[src/rtl/conv_window_scheduler_pkg.sv]
// Shared definitions for the convolution window scheduler: one-hot state
// encoding, datapath pipeline depth and LeNet-5 conv layer geometries.
package conv_window_scheduler_pkg;

  // One-hot layer sequencing states.
  typedef enum logic [4:0] {
    S_IDLE   = 5'b00001,
    S_LOAD_W = 5'b00010,
    S_CALC   = 5'b00100,
    S_DRAIN  = 5'b01000,
    S_DONE   = 5'b10000
  } state_t;

  // Multiply stage plus a five-level adder tree over 25 products.
  localparam int PIPE_LATENCY_DEFAULT = 6;

  // conv1: 32x32 input, 5x5 kernel, six 28x28 maps, 25 taps + bias per map.
  localparam int CONV1_INPUT_WIDTH        = 32;
  localparam int CONV1_OUTPUT_WIDTH       = 28;
  localparam int CONV1_OUTPUT_HEIGTH      = 28;
  localparam int CONV1_OUTPUT_FEATURE_MAP = 6;
  localparam int CONV1_W_DEPTH            = 26;

  // conv2: 14x14 pooled input, 5x5 kernel, sixteen 10x10 maps.
  localparam int CONV2_INPUT_WIDTH        = 14;
  localparam int CONV2_OUTPUT_WIDTH       = 10;
  localparam int CONV2_OUTPUT_HEIGTH      = 10;
  localparam int CONV2_OUTPUT_FEATURE_MAP = 16;
  localparam int CONV2_W_DEPTH            = 26;

endpackage

[src/rtl/conv_result_tag_pipe.sv]
// Delay line carrying {valid, addr, map} alongside the datapath so every
// result leaves tagged with the output position and map it belongs to.
module conv_result_tag_pipe #(
  parameter int DEPTH  = 6,
  parameter int ADDR_W = 10,
  parameter int MAP_W  = 3
) (
  input  logic              clk,
  input  logic              rst,
  input  logic              in_valid,
  input  logic [ADDR_W-1:0] in_addr,
  input  logic [MAP_W-1:0]  in_map,
  output logic              out_valid,
  output logic [ADDR_W-1:0] out_addr,
  output logic [MAP_W-1:0]  out_map
);

  logic              valid_q [DEPTH];
  logic [ADDR_W-1:0] addr_q  [DEPTH];
  logic [MAP_W-1:0]  map_q   [DEPTH];

  // Shift every cycle; the datapath has no stall, so neither does its tag.
  always_ff @(posedge clk) begin
    if (rst) begin
      // NOTE: this array is flops, not RAM, and is cleared on reset so that
      // windows in flight when the layer is aborted never surface as results.
      for (int i = 0; i < DEPTH; i++) begin
        valid_q[i] <= 1'b0;
        addr_q[i]  <= '0;
        map_q[i]   <= '0;
      end
    end else begin
      valid_q[0] <= in_valid;
      addr_q[0]  <= in_addr;
      map_q[0]   <= in_map;
      for (int i = 1; i < DEPTH; i++) begin
        valid_q[i] <= valid_q[i-1];
        addr_q[i]  <= addr_q[i-1];
        map_q[i]   <= map_q[i-1];
      end
    end
  end

  assign out_valid = valid_q[DEPTH-1];
  assign out_addr  = addr_q[DEPTH-1];
  assign out_map   = map_q[DEPTH-1];

endmodule

[src/rtl/conv_window_scheduler.sv]
// Layer sequencer for the 25-tap conv datapath: per output map it loads
// weights and bias, raster-scans one 5x5 window per cycle, drains the
// pipeline, and tags each result with its output address and map.
module conv_window_scheduler
  import conv_window_scheduler_pkg::*;
#(
  parameter int DATA_WIDTH         = 12,
  parameter int INPUT_WIDTH        = CONV1_INPUT_WIDTH,
  parameter int OUTPUT_WIDTH       = CONV1_OUTPUT_WIDTH,
  parameter int OUTPUT_HEIGTH      = CONV1_OUTPUT_HEIGTH,
  parameter int OUTPUT_FEATURE_MAP = CONV1_OUTPUT_FEATURE_MAP,
  parameter int W_DEPTH            = CONV1_W_DEPTH,
  parameter int PIPE_LATENCY       = PIPE_LATENCY_DEFAULT
) (
  input  logic                                           clk,
  input  logic                                           rst,
  input  logic                                           start,
  input  logic                                           hold,
  output logic                                           w_rd_en,
  output logic [$clog2(W_DEPTH*OUTPUT_FEATURE_MAP)-1:0]  w_rd_addr,
  output logic                                           wreg_we,
  output logic [$clog2(W_DEPTH)-1:0]                     wreg_idx,
  output logic                                           win_valid,
  output logic [$clog2(INPUT_WIDTH*INPUT_WIDTH)-1:0]     win_base,
  output logic                                           out_valid,
  output logic [$clog2(OUTPUT_WIDTH*OUTPUT_HEIGTH)-1:0]  out_addr,
  output logic [$clog2(OUTPUT_FEATURE_MAP)-1:0]          out_map,
  output logic                                           busy,
  output logic                                           done
);

  localparam int WA_W  = $clog2(W_DEPTH*OUTPUT_FEATURE_MAP);
  localparam int WI_W  = $clog2(W_DEPTH);
  localparam int WB_W  = $clog2(INPUT_WIDTH*INPUT_WIDTH);
  localparam int OA_W  = $clog2(OUTPUT_WIDTH*OUTPUT_HEIGTH);
  localparam int OM_W  = $clog2(OUTPUT_FEATURE_MAP);
  localparam int K_W   = $clog2(W_DEPTH+1);
  localparam int ROW_W = $clog2(OUTPUT_HEIGTH);
  localparam int COL_W = $clog2(OUTPUT_WIDTH);
  localparam int DR_W  = $clog2(PIPE_LATENCY);

  localparam logic [K_W-1:0]   K_LAST   = K_W'(W_DEPTH);
  localparam logic [ROW_W-1:0] ROW_LAST = ROW_W'(OUTPUT_HEIGTH-1);
  localparam logic [COL_W-1:0] COL_LAST = COL_W'(OUTPUT_WIDTH-1);
  localparam logic [DR_W-1:0]  DR_LAST  = DR_W'(PIPE_LATENCY-1);
  localparam logic [OM_W-1:0]  MAP_LAST = OM_W'(OUTPUT_FEATURE_MAP-1);

  state_t           state;
  state_t           state_next;
  logic [OM_W-1:0]  map;
  logic [K_W-1:0]   k;
  logic [ROW_W-1:0] row;
  logic [COL_W-1:0] col;
  logic [DR_W-1:0]  drain_cnt;

  logic             last_window;
  logic [OA_W-1:0]  tag_addr;
  logic [OM_W-1:0]  tag_map;

  assign last_window = (row == ROW_LAST) && (col == COL_LAST);

  // State register.
  always_ff @(posedge clk) begin
    // NOTE: sequential state uses non-blocking assignment so every flop
    // samples pre-edge values regardless of block evaluation order.
    if (rst) state <= S_IDLE;
    else     state <= state_next;
  end

  // Next-state decode; start only matters in IDLE, hold only in CALC.
  always_comb begin
    // NOTE: defaulting to the current state up front keeps this block free
    // of inferred latches on paths that do not assign it.
    state_next = state;
    unique case (state)
      S_IDLE:   if (start) state_next = S_LOAD_W;
      S_LOAD_W: if (k == K_LAST) state_next = S_CALC;
      S_CALC:   if (!hold && last_window) state_next = S_DRAIN;
      S_DRAIN:  if (drain_cnt == DR_LAST)
                  state_next = (map == MAP_LAST) ? S_DONE : S_LOAD_W;
      S_DONE:   state_next = S_IDLE;
      default:  state_next = S_IDLE;
    endcase
  end

  // Output decode: weight fetch/write strobes, window issue, status.
  always_comb begin
    w_rd_en   = 1'b0;
    w_rd_addr = '0;
    wreg_we   = 1'b0;
    wreg_idx  = '0;
    win_valid = 1'b0;
    win_base  = '0;
    busy      = (state != S_IDLE);
    done      = 1'b0;
    unique case (state)
      S_LOAD_W: begin
        // Reads run k=0..W_DEPTH-1; writes trail by one for the memory latency.
        if (k != K_LAST) begin
          w_rd_en   = 1'b1;
          w_rd_addr = WA_W'(map) * WA_W'(W_DEPTH) + WA_W'(k);
        end
        if (k != '0) begin
          wreg_we  = 1'b1;
          wreg_idx = WI_W'(k - K_W'(1));
        end
      end
      S_CALC: begin
        if (!hold) begin
          win_valid = 1'b1;
          win_base  = WB_W'(row) * WB_W'(INPUT_WIDTH) + WB_W'(col);
        end
      end
      S_DONE:  done = 1'b1;
      default: ;
    endcase
  end

  // Map, weight-index, raster and drain counters.
  always_ff @(posedge clk) begin
    if (rst) begin
      map       <= '0;
      k         <= '0;
      row       <= '0;
      col       <= '0;
      drain_cnt <= '0;
    end else begin
      unique case (state)
        S_LOAD_W: begin
          k   <= (k == K_LAST) ? '0 : k + K_W'(1);
          row <= '0;
          col <= '0;
        end
        S_CALC: begin
          if (!hold) begin
            if (col == COL_LAST) begin
              col <= '0;
              row <= (row == ROW_LAST) ? '0 : row + ROW_W'(1);
            end else begin
              col <= col + COL_W'(1);
            end
          end
        end
        S_DRAIN: begin
          if (drain_cnt == DR_LAST) begin
            drain_cnt <= '0;
            if (map != MAP_LAST) map <= map + OM_W'(1);
          end else begin
            drain_cnt <= drain_cnt + DR_W'(1);
          end
        end
        default: begin
          map       <= '0;
          k         <= '0;
          row       <= '0;
          col       <= '0;
          drain_cnt <= '0;
        end
      endcase
    end
  end

  // Tags are zeroed when no window issues so idle slots carry no stale address.
  assign tag_addr = win_valid ? OA_W'(row) * OA_W'(OUTPUT_WIDTH) + OA_W'(col) : '0;
  assign tag_map  = win_valid ? map : '0;

  generate
    if (DATA_WIDTH > 0) begin : g_tag
      conv_result_tag_pipe #(
        .DEPTH  (PIPE_LATENCY),
        .ADDR_W (OA_W),
        .MAP_W  (OM_W)
      ) u_tag_pipe (
        .clk       (clk),
        .rst       (rst),
        .in_valid  (win_valid),
        .in_addr   (tag_addr),
        .in_map    (tag_map),
        .out_valid (out_valid),
        .out_addr  (out_addr),
        .out_map   (out_map)
      );
    end else begin : g_no_tag
      // Without a datapath word there is no result to tag.
      assign out_valid = 1'b0;
      assign out_addr  = '0;
      assign out_map   = '0;
    end
  endgenerate

endmodule

[config.mk]
export PLATFORM = sky130hd
export DESIGN_NAME = conv_window_scheduler
export DESIGN_NICKNAME = d
export VERILOG_FILES = /design/src/rtl/conv_window_scheduler_pkg.sv /design/src/rtl/conv_result_tag_pipe.sv /design/src/rtl/conv_window_scheduler.sv
export SDC_FILE = /design/constraint.sdc
export NUM_CORES = 1
export LEC_CHECK = 0
export ABC_CLOCK_PERIOD_IN_PS = 3100
export CORE_AREA = 2 2 141 88
export CTS_BUF_LIST = sky130_fd_sc_hd__clkbuf_2 sky130_fd_sc_hd__clkbuf_4 sky130_fd_sc_hd__clkbuf_8
export DETAILED_ROUTE_END_ITERATION = 10
export DIE_AREA = 0 0 143 90
export PLACE_DENSITY = 0.71
export SLEW_MARGIN = 20
export SYNTH_ARGS = -nofsm -noshare
export SYNTH_HDL_FRONTEND = slang
export SYNTH_HIERARCHICAL = 1
export SYNTH_SLANG_ARGS = --single-unit
[constraint.sdc]
create_clock -name clk -period 3.1 [get_ports clk]
set_input_delay 0.465 -clock clk [delete_from_list [all_inputs] [get_ports clk]]
set_output_delay 0.465 -clock clk [all_outputs]
set_load 0.02 [all_outputs]
==> impl_metrics.py <==
metrics = {
    "placed_design": {
        "pre_cts_ws_ps": -282,
        "place_congestion": 0.829,
        "dp_hpwl_um": 6000,
        "port_buffers": 45,
    },
    "pwr": {
        "pwr-share-seq_pct": 59.6,
        "switching_share_pct": 25.5,
        "p_leak_nw": 2.44,
        "internal_power_w": 0.00179,
        "ir_drop_v": 0.000296,
        "clock_power_share_pct": 36.3,
        "p_comb_share_pct": 4.1,
        "p_per_area_nw_per_um2": 420,
        "p_switching_w": 0.000612,
    },
    "grt": {
        "grt_overflow_total": 0,
        "antenna_found_initial": 0,
        "grt_max_degree": 86,
        "grt_pass1_vias": 3175,
        "track_usage_pct": 14.3,
        "grt_pass1_wl_um": 14900,
    },
    "clocking": {
        "cts_buffer_depth": 2,
        "numCtsBuffers": 9,
        "cts_root_buffer": "clkbuf_8",
        "cts_tree": "done",
        "cts_sinks": 110,
        "insertion_delay_ps": 370,
        "htree_levels": 3,
        "hold_buffers": 0,
        "path_clk_slew_ps": 120,
    },
    "setup_path": {
        "slowest_delay_ps": 550,
        "path_cells": "inv_2 > ha_4 > inv_4 > ha_4 > fa_2 > nand2_1 > o21ai_1 > buf_4 > mux2i_4 > a2bb2oi_2 > nor2_1 > buf_4",
        "worstPathArrival_ps": 2690,
        "r2r_slack_ps": 260,
        "crit_slowest_cell": "fa_2",
        "r2r-end": "g_tag.u_tag_pipe/addr_q[0][9]",
        "path_class": "flop to primary output",
        "end_kind": "primary output",
        "critPathLaunchType": "flop",
        "path_buf_inv": 4,
        "reg2reg_from": "row[1]",
        "path_max_fanout": 4,
        "worst_r2r_path_depth": 9,
        "critPathTopFamily": "adder cells",
        "cp.required_ps": 2630,
    },
    "run": {
        "drv_cap": 0,
    },
    "synth": {
        "async_flop_share_pct": 0,
        "synth_nets": 531,
        "synthDistinctLibCells": 50,
        "synth-seq-area-share_pct": 46.2,
        "syn_avg_cell_area_um2": 9.71,
        "syn_inst": 491,
        "netlist_area_um2": 4770,
        "ys_seq_elements": 110,
        "ys_warn_count": 6,
        "synth_ff_type": "dfxtp_1",
        "synth_edf_count": 0,
    },
    "floorplanning": {
        "io_pins": 46,
        "start_util_pct": 40.8,
        "dieArea_um2": 12900,
        "die_w_um": 143,
        "coreArea_um2": 11700,
        "rows": 31,
        "die_y_um": 90,
    },
    "drt": {
        "drt_iter0_drc": 227,
        "dr.pass1.iters": 4,
        "drcViolationCount": 0,
        "ant_nets": 0,
        "wirelength_um": 8750,
        "vias_per_cell": 4.70,
        "dr_total_vias": 3350,
        "routedWlPerCell_um": 12.3,
    },
    "timing": {
        "setup_viol": 1,
        "grt_setup_unrepaired": "yes",
        "skew_ps": 15.0,
        "fmax_ghz": 0.317,
        "worstMarginPinSlew_ps": 827,
        "slew_viol_final": 0,
        "maxSlewHeadroom_pct": 44.9,
        "fin_crit_ps": 3150,
        "setup_ws_ps": -51.2,
        "whs_ps": 438,
        "fin_crit_sh_pct": 102,
        "finalHoldViolCount": 0,
    },
    "hold_path": {
        "holdCritPathClass": "flop to flop",
        "min_from": "g_tag.u_tag_pipe/map_q[0][4]",
        "hold_depth": 1,
        "min_to": "g_tag.u_tag_pipe/map_q[0][7]",
    },
    "layout": {
        "antenna_cells": 0,
        "drive_gt1_share_pct": 12.2,
        "nNetsFinal": 583,
        "area_delta_synth_final_pct": 19.9,
    },
    "outcome": {
        "violations": "negative setup slack",
        "status": "finished, violations left",
    },
}
## what timing repair did
| action | CTS | global route |
|---|---|---|
| cloned | 0 | 0 |
| setup buffers | 4 | 2 |
| gates resized for setup | 30 | 16 |
| setup endpoints to repair | 10 | 10 |
| pin swaps | 8 | 8 |
## worst max-delay path by stage
stage,endpoint,slack [ps],from,cells past startpoint
after floorplan,w_rd_addr[7],90,map[1],10
after global placement,w_rd_addr[7],-70,map[1],12
after detailed placement,w_rd_addr[7],-280,map[1],12
after CTS,w_rd_addr[7],-130,map[1],12
after global routing,w_rd_addr[7],-190,map[1],12
final,w_rd_addr[7],-50,map[1],12
## synth_stat cells (all sizes together), types with 3 or more instances
| library cell | number | share of area (%) |
|---|---|---|
| mux2i | 3 | 0.63 |
| nor2b | 89 | 12 |
| nor4 | 3 | 0.71 |
| nand4 | 5 | 0.66 |
| inv | 24 | 1.9 |
| and3 | 4 | 0.52 |
| a21oi | 24 | 2.5 |
| a21o | 5 | 0.79 |
| nor3b | 5 | 0.89 |
| xnor2 | 9 | 1.7 |
| nand3 | 11 | 1.2 |
| fa | 8 | 3.4 |
| nand2 | 17 | 1.4 |
| ha | 28 | 7.4 |
| xor2 | 7 | 1.3 |
| buf | 18 | 3.1 |
| clkbuf | 5 | 0.42 |
| and2 | 17 | 2.2 |
| dfxtp | 110 | 46 |
| o21ai | 16 | 1.9 |
| nor2 | 42 | 3.3 |
| a31oi | 4 | 0.52 |
| nor3 | 12 | 1.6 |
| nand4b | 3 | 0.55 |
## power groups by stage
stage / Sequential, W / Clock, W / Combinational (W)
after CTS: 0.00143 / 0.000914 / 0.0000979
final: 0.00143 / 0.000871 / 0.0000991
after global placement: 0.00146 / 0 / 0.0000902
after detailed placement: 0.00146 / 0 / 0.0000934
after floorplan: 0.00145 / 0 / 0.0000837
after global routing: 0.00143 / 0.000967 / 0.000111
## cells in the final DEF (no fill, tap or decap), types with 5 or more instances in the layout
master,n
a21o_1,5
a21oi_1,22
and2_1,17
buf_4,20
clkbuf_8,9
clkdlybuf4s50_1,35
dfxtp_1,107
dlymetal6s2s_1,6
fa_1,7
ha_1,23
inv_1,19
nand2_1,16
nand3_1,11
nand4_1,5
nor2_1,42
nor2b_1,89
nor3_1,9
o21ai_0,11
xnor2_1,9
xor2_1,7
## registers in the layout (all words and copies together) (netlist names)
name	cells
state	5
row	5
g_tag.u_tag_pipe/addr_q	60
map	3
g_tag.u_tag_pipe/map_q	18
k	5
g_tag.u_tag_pipe/valid_q	6
col	5
drain_cnt	3
## metrics by stage
stage	util (%)	power (W)	setup TNS [ps]	instances	cell area, um2
2_1_floorplan	-	0.00153	0	491	4770
3_3_place_gp	45.8	0.00155	-72.4	691	5350
3_5_place_dp	45.8	0.00155	-331	691	5350
4_1_cts	48.4	0.00244	-127	711	5650
5_1_grt	48.9	0.00251	-189	713	5710
6_report	48.9	0.00240	-51.2	713	5710
## per-layer routing
| layer | track usage (%) | vias to the layer above | wire length [um] |
|---|---|---|---|
| met1 | 20.3 | 1518 | 4240 |
| li1 | - | 1715 | - |
| met5 | 0 | - | 0 |
| met4 | 5.69 | 0 | 175 |
| met3 | 3.57 | 14 | 517 |
| met2 | 20.6 | 103 | 3810 |
## logic make-up after synthesis
group           Yosys count  share of synthesized area [%]
xor+xnor                 16                           2.94
flops                   110                           46.2
buf+inv                  47                           5.43
simple gates            217                           26.1
mux                       3                          0.630
fa+ha+maj                36                           10.7
compound gates           62                           7.95
## area by class of cell
| class | count | area [um2] |
|---|---|---|
| fill | 1038 | 5960 |
| timing repair buffer | 64 | 597 |
| sequential | 110 | 2210 |
| clock buffer | 9 | 124 |
| inverter | 24 | 95.1 |
| clock inverter | 7 | 93.8 |
| tap | 165 | 206 |
| multi-input combinational | 334 | 2390 |
Note: power is estimated with default switching activity, not from simulation.
